$ cat config.mk
export PLATFORM = sky130hd
export DESIGN_NAME = dpram_dual_port_flat
export DESIGN_NICKNAME = d
export VERILOG_FILES = /design/src/rtl/dpram_dual_port_if.sv /design/src/rtl/dpram_dual_port.sv /design/src/flat_wrapper.sv
export SDC_FILE = /design/constraint.sdc
export NUM_CORES = 1
export LEC_CHECK = 0
export CORE_UTILIZATION = 45
export DETAILED_ROUTE_END_ITERATION = 16
export PLACE_DENSITY = 0.86
export SKIP_LAST_GASP = 1
export SLEW_MARGIN = 5
export SYNTH_ARGS = -nofsm -noshare
export SYNTH_HDL_FRONTEND = slang
export SYNTH_SLANG_ARGS = --single-unit
$ cat constraint.sdc
create_clock -name clk -period 2 [get_ports clk]
set_input_delay 0.5 -clock clk [delete_from_list [all_inputs] [get_ports clk]]
set_output_delay 0.5 -clock clk [all_outputs]
set_load 0.1 [all_outputs]
$ cat src/rtl/dpram_dual_port_if.sv
// Per-port access bundle for dpram_dual_port: request fields in, registered read data and strobes out.
interface dpram_dual_port_if #(
    parameter int DATA_W = 4,
    parameter int ADDR_W = 2
);
    logic              en;
    logic              we;
    logic [ADDR_W-1:0] addr;
    logic [DATA_W-1:0] wdata;
    logic [DATA_W-1:0] rdata;
    logic              rvalid;
    logic              err;

    modport master (output en, we, addr, wdata, input rdata, rvalid, err);
    modport slave  (input en, we, addr, wdata, output rdata, rvalid, err);
endinterface

$ cat src/rtl/dpram_dual_port.sv
// Flop-based true dual-port RAM with collision policy, registered reads and a saturating collision counter.
// Optional macro DPRAM_BYPASS_EN forwards a cross-port same-address write to the reading port.
module dpram_dual_port #(
    parameter int DATA_W       = 4,
    parameter int DEPTH        = 4,
    parameter int COLLIDE_MODE = 0
) (
    input  logic             clk,
    input  logic             rst,
    dpram_dual_port_if.slave a_port,
    dpram_dual_port_if.slave b_port,
    output logic [7:0]       coll_cnt
);
    localparam int ADDR_W = $clog2(DEPTH);
    localparam logic [ADDR_W:0] DEPTH_C = (ADDR_W+1)'(DEPTH);

    logic [DATA_W-1:0] mem_q [DEPTH];
    logic [DATA_W-1:0] mem_d [DEPTH];
    logic [DATA_W-1:0] a_rdata_q, a_rdata_d, b_rdata_q, b_rdata_d;
    logic              a_rvalid_q, a_rvalid_d, b_rvalid_q, b_rvalid_d;
    logic              a_err_q, a_err_d, b_err_q, b_err_d;
    logic [7:0]        coll_cnt_q, coll_cnt_d;

    logic [ADDR_W-1:0] a_addr, b_addr;
    logic [DATA_W-1:0] a_wdata, b_wdata, win_data;
    logic              a_ok, b_ok, a_wr, b_wr, a_rd, b_rd, coll;

    assign a_addr  = a_port.addr;
    assign b_addr  = b_port.addr;
    assign a_wdata = a_port.wdata;
    assign b_wdata = b_port.wdata;

    assign a_ok = a_port.en && ({1'b0, a_addr} < DEPTH_C);
    assign b_ok = b_port.en && ({1'b0, b_addr} < DEPTH_C);
    assign a_wr = a_ok && a_port.we;
    assign b_wr = b_ok && b_port.we;
    assign a_rd = a_ok && !a_port.we;
    assign b_rd = b_ok && !b_port.we;
    assign coll = a_wr && b_wr && (a_addr == b_addr);

    always_comb begin
        win_data = a_wdata;
        if (COLLIDE_MODE == 1) begin
            win_data = b_wdata;
        end else if (COLLIDE_MODE == 2) begin
            win_data = (a_wdata >= b_wdata) ? a_wdata : b_wdata;
        end
    end

    // Collision override comes last so it beats both individual port writes.
    always_comb begin
        mem_d = mem_q;
        for (int i = 0; i < DEPTH; i++) begin
            if (rst) begin
                mem_d[i] = '0;
            end else begin
                if (a_wr && a_addr == ADDR_W'(i)) mem_d[i] = a_wdata;
                if (b_wr && b_addr == ADDR_W'(i)) mem_d[i] = b_wdata;
                if (coll && a_addr == ADDR_W'(i)) mem_d[i] = win_data;
            end
        end
    end

    always_comb begin
        a_rdata_d  = a_rdata_q;
        b_rdata_d  = b_rdata_q;
        a_rvalid_d = a_rd;
        b_rvalid_d = b_rd;
        a_err_d    = a_port.en && !a_ok;
        b_err_d    = b_port.en && !b_ok;
        coll_cnt_d = coll_cnt_q;
        if (a_rd) begin
            a_rdata_d = mem_q[a_addr];
`ifdef DPRAM_BYPASS_EN
            if (b_wr && b_addr == a_addr) a_rdata_d = b_wdata;
`endif
        end
        if (b_rd) begin
            b_rdata_d = mem_q[b_addr];
`ifdef DPRAM_BYPASS_EN
            if (a_wr && a_addr == b_addr) b_rdata_d = a_wdata;
`endif
        end
        if (coll && coll_cnt_q != 8'hFF) coll_cnt_d = coll_cnt_q + 8'd1;
        if (rst) begin
            a_rdata_d  = '0;
            b_rdata_d  = '0;
            a_rvalid_d = 1'b0;
            b_rvalid_d = 1'b0;
            a_err_d    = 1'b0;
            b_err_d    = 1'b0;
            coll_cnt_d = '0;
        end
    end

    always_ff @(posedge clk) begin
        mem_q      <= mem_d;
        a_rdata_q  <= a_rdata_d;
        b_rdata_q  <= b_rdata_d;
        a_rvalid_q <= a_rvalid_d;
        b_rvalid_q <= b_rvalid_d;
        a_err_q    <= a_err_d;
        b_err_q    <= b_err_d;
        coll_cnt_q <= coll_cnt_d;
    end

    assign a_port.rdata  = a_rdata_q;
    assign a_port.rvalid = a_rvalid_q;
    assign a_port.err    = a_err_q;
    assign b_port.rdata  = b_rdata_q;
    assign b_port.rvalid = b_rvalid_q;
    assign b_port.err    = b_err_q;
    assign coll_cnt      = coll_cnt_q;
endmodule

$ cat src/flat_wrapper.sv
// flat-port wrapper written by rule: the top's interface ports become plain ports
module dpram_dual_port_flat 
#(
    parameter int DATA_W       = 4,
    parameter int DEPTH        = 4,
    parameter int COLLIDE_MODE = 0
)
  (clk, rst, coll_cnt, a_port_en, a_port_we, a_port_addr, a_port_wdata, a_port_rdata, a_port_rvalid, a_port_err, b_port_en, b_port_we, b_port_addr, b_port_wdata, b_port_rdata, b_port_rvalid, b_port_err);
  dpram_dual_port_if #(.DATA_W(DATA_W), .ADDR_W(2)) a_port_i ();
  dpram_dual_port_if #(.DATA_W(DATA_W), .ADDR_W(2)) b_port_i ();
  input  logic clk;
  input  logic rst;
  output logic [7:0] coll_cnt;
  input wire logic [$bits(a_port_i.en)-1:0] a_port_en;
  input wire logic [$bits(a_port_i.we)-1:0] a_port_we;
  input wire logic [$bits(a_port_i.addr)-1:0] a_port_addr;
  input wire logic [$bits(a_port_i.wdata)-1:0] a_port_wdata;
  output wire logic [$bits(a_port_i.rdata)-1:0] a_port_rdata;
  output wire logic [$bits(a_port_i.rvalid)-1:0] a_port_rvalid;
  output wire logic [$bits(a_port_i.err)-1:0] a_port_err;
  input wire logic [$bits(b_port_i.en)-1:0] b_port_en;
  input wire logic [$bits(b_port_i.we)-1:0] b_port_we;
  input wire logic [$bits(b_port_i.addr)-1:0] b_port_addr;
  input wire logic [$bits(b_port_i.wdata)-1:0] b_port_wdata;
  output wire logic [$bits(b_port_i.rdata)-1:0] b_port_rdata;
  output wire logic [$bits(b_port_i.rvalid)-1:0] b_port_rvalid;
  output wire logic [$bits(b_port_i.err)-1:0] b_port_err;
  assign a_port_i.en = a_port_en;
  assign a_port_i.we = a_port_we;
  assign a_port_i.addr = a_port_addr;
  assign a_port_i.wdata = a_port_wdata;
  assign a_port_rdata = a_port_i.rdata;
  assign a_port_rvalid = a_port_i.rvalid;
  assign a_port_err = a_port_i.err;
  assign b_port_i.en = b_port_en;
  assign b_port_i.we = b_port_we;
  assign b_port_i.addr = b_port_addr;
  assign b_port_i.wdata = b_port_wdata;
  assign b_port_rdata = b_port_i.rdata;
  assign b_port_rvalid = b_port_i.rvalid;
  assign b_port_err = b_port_i.err;
  dpram_dual_port #(.DATA_W(DATA_W), .DEPTH(DEPTH), .COLLIDE_MODE(COLLIDE_MODE)) u_core (.clk(clk), .rst(rst), .a_port(a_port_i), .b_port(b_port_i), .coll_cnt(coll_cnt));
endmodule
After elaboration in Yosys (flattened, before gate mapping)
Index checks and enable logic that the tools add are counted.

Add/sub/neg operators: 1. Order comparisons: 2. Equality and inequality tests: 8. Multiplexer cells: 18. Bitwise logic cells: 2. Reduce and logical (&&, ||, !) cells: 27.

Operators with widths (number): 4-bit two-way mux (16); 1-bit logical AND (19); 4-bit binary-select mux with 2-bit select (2); 3-bit nonzero test (4); 8-bit by 1-bit adder with 8-bit output, second input constant (1); 2-bit equality test, second input constant (4); 8-bit inequality test, second input constant (1); 3-bit >= comparator, second input constant (2); 2-bit NOT with 3-bit output (2); 2-bit by 1-bit equality test with 1-bit output, second input constant (2); 2-bit logical NOT (2); 2-bit equality test (1); 1-bit logical NOT (2).

Register bits after elaboration: 34. Input bits: 18. Output and inout port bits: 20.

Longest topological paths before layout
Gate-level depths: netlist of the first run.

Depth after elaboration: 5. Depth in mapped cells: 6.

Least setup slack after synthesis of the first run
Ideal clock, no wire load.

Path kind: reg2reg. Start: register u_core.coll_cnt_q[1] (netlist: u_core.coll_cnt[1]). End: register u_core.coll_cnt_q[5] (netlist: u_core.coll_cnt[5]). Library setup time: 0.123 ns. Data arrival time: 2.207 ns. Data required time: 1.877 ns. Setup slack: -0.330 ns. Stages on the path, launching flop included: 6. Cell sequence: dfxtp_1 -> ha_1 -> nand3_1 -> nor2_1 -> nor4_2 -> mux2_1.

Cells in the longest elaborated chain, start to end: 2.

Ends and longest elaborated chain: start: declaration (RTL line dpram_dual_port.sv:22) `logic [7:0] coll_cnt_q, coll_cnt_d;`; start signal: assignment (RTL line dpram_dual_port.sv:104) `coll_cnt_q <= coll_cnt_d;`; parallel branches: the longest is 2 deep, another holds 8-bit by 1-bit adder with 8-bit output.

Several ways; the timed one is not identified. A chain may end at the register's enable or synchronous reset.

Worst setup path in the final report of the first run
Start: input port a_port_addr[1]. End: register u_core.coll_cnt_q[5] (netlist: u_core.coll_cnt[5]).

Cells in the longest elaborated chain, start to end: 3.

Ends and longest elaborated chain: start: declaration (RTL line flat_wrapper.sv:16) `input wire logic [$bits(a_port_i.addr)-1:0] a_port_addr;`; 2-bit equality test (RTL line dpram_dual_port.sv:39) `assign coll = a_wr && b_wr && (a_addr == b_addr);`; 1-bit logical AND (RTL line dpram_dual_port.sv:39); 1-bit logical AND (RTL line dpram_dual_port.sv:84) `if (coll && coll_cnt_q != 8'hFF) coll_cnt_d = coll_cnt_q + 8'd1;`.

No other way between the ends.

==> impl_metrics.csv, run 1 <==
group,metric,value,unit
status,status,"finished, final reports clean",
global_route,grt_pass1_wl,7.53,mm
setup_path,critPathArrivalTime,2.13,ns
routing,ant_nets,0,
timing,timing.final.crit_share,0.975,
die,die_height,64.5,microns
die,core_area,3720,sq um
timing,rsz0062_at_grt,"false",
power,p_seq_frac,0.482,
finish,drive_above_1_share,0.300,
global_route,grtUsageTotal,0.243,
logic_synthesis,yosysTopAreaCell,"dfxtp_1",
power,irDropWorstVdd,0.388,mV
routing,met2_length,2.22,mm
routing,wl,4.46,mm
setup_path,cp-start-kind,"input port",
setup_path,path_class,"in -> reg",
placed_design,finalWeightedCongestion,0.895,
clock_tree,clk_pin_slew,0.07,ns
timing,hold_viol_final,0,
logic_synthesis,synthArstFlopShare,0,
logic_synthesis,syn_inst,175,
setup_path,worstSetupEndpointType,"flop",
setup_path,crit_slowest_cell,"or4_4",
setup_path,max_stage_delay,0.56,ns
logic_synthesis,synth.area.top_cells,"dfxtp_1 (39%), mux2i_1 (14%), mux4_2 (10%)",
logic_synthesis,ys_types,29,
power,p_int,1.08,mW
die,start_util,0.473,
die,ios,38,
routing,drt_pass1_iterations,4,
timing,fin_skew,0.00359,ns
routing,top_layer_used,"met4",
global_route,grt_overflow_total,0,
global_route,antenna_found_initial,0,
power,netSwitchingPower,0.400,mW
clock_tree,clkSinkCount,34,
routing,wire_per_inst,16.2,microns
logic_synthesis,synth_edf_count,0,
routing,met1_length,1.91,mm
clock_tree,cts_tree,"yes",
power,p_leak,1.02,nW
routing,drc_errors,0,
logic_synthesis,synth_ff_type,"dfxtp_1",
power,total_power,1.48,mW
clock_tree,htree_levels,2,
setup_path,cp.required,2.18,ns
logic_synthesis,avgSynthCellArea,10.1,sq um
finish,area_delta_synth_final,37.5,%
clock_tree,cts_root_buf,"clkbuf_8",
finish,n_fill_cell,293,
logic_synthesis,synth_seq_area_share,0.387,
power,power.density,611,nW/um^2
die,rows,22,
placed_design,io_buffer_count,35,
logic_synthesis,ys_warn_count,0,
setup_path,cp_max_fo,8,
timing,final.min_clock_period,1.95,ns
clock_tree,clockBufferDepth,2,
power,switching_share,0.270,
die,die_x,64.5,microns
job,max_cap_viol_count,0,
clock_tree,hold_buffers,0,
routing,wl_met3,237,microns
timing,setup_viol,0,
setup_path,cp_cell_sequence,"dlygate4sd2_1, xor2_1, or4_4, nor4_4, mux2_4",
finish,nNetsFinal,245,
clock_tree,clk_latency,0.29,ns
die,die-area,4160,sq um
finish,stdcell_area,2420,sq um
power,power_frac_clock,0.353,
placed_design,place_area,2300,sq um
global_route,grt_max_degree,19,
logic_synthesis,syn_area,1760,sq um
hold_path,min_path_type,"reg -> reg",
logic_synthesis,netlist.area_leader.share,0.387,
clock_tree,numCtsBuffers,5,
routing,vias,1573,
routing,drtIter0Drc,95,
power,pwr-share-comb,0.165,
global_route,grt_pass1_vias,1535,
finish,n_antenna_cell,0,
placed_design,hpwl,3.22,mm
logic_synthesis,synth_seq_cells,34,
routing,avgViaCountPerCell,5.72,
timing,max_freq,513,MHz
timing,finalSetupTns,0,ns
timing,slew_viol_final,0,
cells by family after synthesis:
group / share of synthesized area
flops: 0.387
other cells: 0.00213
buf+inv: 0.0505
simple gates: 0.183
mux: 0.257
xor+xnor: 0.00996
fa+ha+maj: 0.00711
compound gates: 0.103
repair_timing:
item	CTS	global route
resized for setup	12	0
endpoints found under the setup margin	7	0
setup buffers	3	0
cells in the final DEF, fill, tap and decap left out, types with 4 or more instances in the layout:
master / instances
nand2b_1: 4
dfxtp_2: 8
dfxtp_1: 26
dlygate4sd2_1: 8
mux2i_1: 25
nor2_1: 30
a211oi_1: 16
nand3_1: 4
buf_12: 8
buf_4: 31
nand4b_1: 4
clkdlybuf4s50_1: 9
a21oi_1: 5
mux4_2: 8
clkbuf_8: 6
worst paths after layout:
kind                            depth (start not counted)                                start  slack, ns                                  end
worst max-delay path                                    5                       a_port_addr[1]       0.05      u_core.coll_cnt[5]$_SDFFE_PP0P_
worst min-delay path                                    2  u_core.b_port.rdata[3]$_SDFFE_PP0P_       0.50  u_core.b_port.rdata[3]$_SDFFE_PP0P_
worst max register to register                          6      u_core.coll_cnt[0]$_SDFFE_PP0P_       0.32      u_core.coll_cnt[4]$_SDFFE_PP0P_
worst min register to register                          2  u_core.b_port.rdata[3]$_SDFFE_PP0P_       0.50  u_core.b_port.rdata[3]$_SDFFE_PP0P_
final cells by class:
class                           instances  area [sq um]  area share
Multi-Input combinational cell        127          1010       0.417
Tap cell                               48          60.1      0.0248
Sequential cell                        34           691       0.286
Clock inverter                          1          5.00     0.00207
Clock buffer                            7          86.3      0.0357
Timing Repair Buffer                   57           564       0.233
Inverter                                1          3.75     0.00155
registers in the layout (all words and copies together) (netlist names):
signal	flops
u_core.b_port.rdata	4
u_core.a_port.rvalid	1
u_core.coll_cnt	8
u_core.a_port.rdata	4
u_core.mem_q	16
u_core.b_port.rvalid	1
cell usage after synthesis, drive strengths merged, types with 4 or more instances:
| master | n |
|---|---|
| dfxtp | 34 |
| nor2 | 30 |
| mux2i | 25 |
| a211oi | 16 |
| mux4 | 8 |
| buf | 7 |
| clkbuf | 7 |
| a21oi | 5 |
| nand2 | 4 |
| nand2b | 4 |
| nand3 | 4 |
| nand4b | 4 |
| or4 | 4 |
through the flow:
stage,std cells,hold WS (ns),utilization,worst slack [ns]
finish,275,0.504,0.651,0.0500
global route,275,0.541,0.651,0.00557
CTS,275,0.508,0.651,0.0521
detailed placement,264,0.490,0.618,-0.469
global placement,264,0.475,0.618,-0.405
floorplan,176,0.531,-,-0.0944
metal layers:
metal,GRT usage,vias up
met1,0.321,758
met4,0.0806,0
met2,0.378,56
met3,0.0704,10
li1,-,749
met5,0,-
critical path, delay by kind of cell:
kind	cells	cell delay, ns
buffers and inverters	1	0.26
muxes	1	0.32
xor gates and xnor gates	1	0.16
and+or+nand+nor	2	0.87
power groups by stage:
stage	registers (mW)	logic, mW	clock network (mW)
final	0.713	0.244	0.522
after CTS	0.712	0.242	0.533
after detailed placement	0.728	0.241	0
after global routing	0.714	0.262	0.564
after global placement	0.726	0.236	0
after floorplan	0.759	0.121	0
Note: power is estimated with default switching activity, not from simulation.
==> inputs of run 2 (changes only) <==
- CORE_MARGIN: unset -> 3
- CTS_CLUSTER_SIZE: unset -> 14
- HOLD_SLACK_MARGIN: unset -> 0.03
==> run 2 against run 1 <==
The flow now finishes with violations (setup timing). Combinational power is 2% lower. Count of clock-buffer cells in the layout did not move. Clock skew is essentially flat. Sequential share of layout area up 0.24 points. Die area rose by 13%. Sequential cell count stayed put. Clock power is 9.2% lower. Fmax down 3.2%. Global-route usage decreased by 4.2 points. Wire length is 0.76% higher. Final area decreased by 0.83%. Highest routed layer unchanged.
==> impl_metrics.csv, run 2 (synthesized netlist as in run 1, its figures left out) <==
group,metric,value,unit
status,status,"finished, violations left",
status,violations,"setup timing",
clock_tree,cts_tree,"yes",
routing,drtIter0Drc,73,
clock_tree,clk_latency,0.28,ns
finish,layout.cells.non_filler,271,
finish,final_cell_mix,"nor2_1 (30), buf_4 (28), dfxtp_1 (26)",
die,start_util,0.473,
clock_tree,hold_buffers,0,
finish,fin_util,0.645,
placed_design,io_buffer_count,35,
die,die-area,4700,sq um
placed_design,finalWeightedCongestion,0.846,
finish,area_delta_synth_final,36.3,%
setup_path,critPathArrivalTime,2.22,ns
timing,timing.final.crit_share,1.01,
global_route,grtUsageTotal,0.201,
finish,n_antenna_cell,0,
timing,final.min_clock_period,2.01,ns
routing,wire_per_inst,16.6,microns
placed_design,place_area,2290,sq um
power,total_power,1.43,mW
routing,avgViaCountPerCell,5.76,
clock_tree,cts_root_buf,"clkbuf_8",
setup_path,cp.required,2.21,ns
timing,slew_viol_final,0,
finish,nNetsFinal,242,
timing,setup_slack,-0.0137,ns
placed_design,hpwl,3.21,mm
timing,max_freq,497,MHz
timing,rsz0062_at_grt,"true",
clock_tree,clkSinkCount,34,
die,die_height,68.5,microns
setup_path,rrSetupSlack,0.31,ns
die,die_x,68.5,microns
power,p_leak,0.998,nW
setup_path,worstSetupEndpointType,"flop",
routing,ant_nets,0,
routing,vias,1560,
finish,layout_commonest_cell,"nor2_1",
finish,drive_above_1_share,0.300,
timing,hold_viol_final,0,
timing,setup_viol,1,
setup_path,cp-start-kind,"input port",
timing,finalSetupTns,-0.0137,ns
clock_tree,numCtsBuffers,5,
finish,top_register,"u_core.mem_q",
die,rows,22,
die,ios,38,
placed_design,dp_cells,263,
power,power.density,594,nW/um^2
setup_path,cp_max_fo,8,
job,max_cap_viol_count,0,
global_route,grt_max_degree,32,
hold_path,min_path_type,"reg -> reg",
finish,stdcell_area,2400,sq um
routing,wl,4.49,mm
placed_design,dp_worst_setup_slack,-0.444,ns
timing,fin_skew,0.00393,ns
timing,timing.hold.ws,0.512,ns
routing,drc_errors,0,
global_route,antenna_found_initial,0,
die,core_area,3720,sq um
global_route,grt_pass1_wl,6.88,mm
clock_tree,clockBufferDepth,2,
setup_path,path_class,"in -> reg",
power,irDropWorstVdd,0.327,mV
clock_tree,htree_levels,2,
clock_tree,clk_pin_slew,0.06,ns
global_route,grt_overflow_total,0,
routing,drt_pass1_iterations,4,
finish,largest_reg_flops,16,
global_route,grt_pass1_vias,1516,
finish,n_fill_cell,298,
## run 2: changes by cell type in the layout (fill, tap and decap cells not counted), moves of 2 or more
cell	previous run	this run
a21oi_1	5	3
buf_4	31	28
or4_4	1	3
a21oi_2	0	2
or4_1	3	1
## run 2: timing repair
item	in CTS	in global routing
endpoints found under the hold margin	0	0
buffers inserted	1	0
pin swaps	5	2
endpoints found under the setup margin	7	1
resized for setup	11	5
## run 2: power breakdown
part / leakage [nW] / total [mW] / switching [mW] / internal [mW]
logic: 0.679 / 0.238 / 0.138 / 0.0996
clock network: 0.0383 / 0.474 / 0.235 / 0.239
registers: 0.280 / 0.714 / 0.0152 / 0.698
total: 0.998 / 1.43 / 0.388 / 1.04
## run 2: layer usage
layer | share of wire | global-route usage
met1 | 0.42 | 0.250
met2 | 0.47 | 0.308
met3 | 0.072 | 0.0567
met4 | 0.035 | 0.119
met5 | 0 | 0
## run 2: final timing paths
kind,start,to,cells after the start
worst min register to register,u_core.a_port.rdata[1]$_SDFFE_PP0P_,u_core.a_port.rdata[1]$_SDFFE_PP0P_,2
worst max register to register,u_core.coll_cnt[0]$_SDFFE_PP0P_,u_core.coll_cnt[3]$_SDFFE_PP0P_,6
worst min-delay path,u_core.a_port.rdata[1]$_SDFFE_PP0P_,u_core.a_port.rdata[1]$_SDFFE_PP0P_,2
worst max-delay path,a_port_addr[1],u_core.coll_cnt[3]$_SDFFE_PP0P_,5
## run 2: area by class of cell
class                           instances  area, sq um  share of cell area
Inverter                                1         3.75             0.00156
Clock buffer                            7         76.3              0.0318
Timing Repair Buffer                   54          542               0.226
Multi-Input combinational cell        127         1030               0.428
Sequential cell                        34          691               0.288
Tap cell                               48         60.1              0.0250
## run 2: worst max-delay path: stages
cell	delay, ns
dlygate4sd2_1	0.25
xor2_1	0.17
or4_4	0.61
or4_1	0.53
a21oi_1	0.16
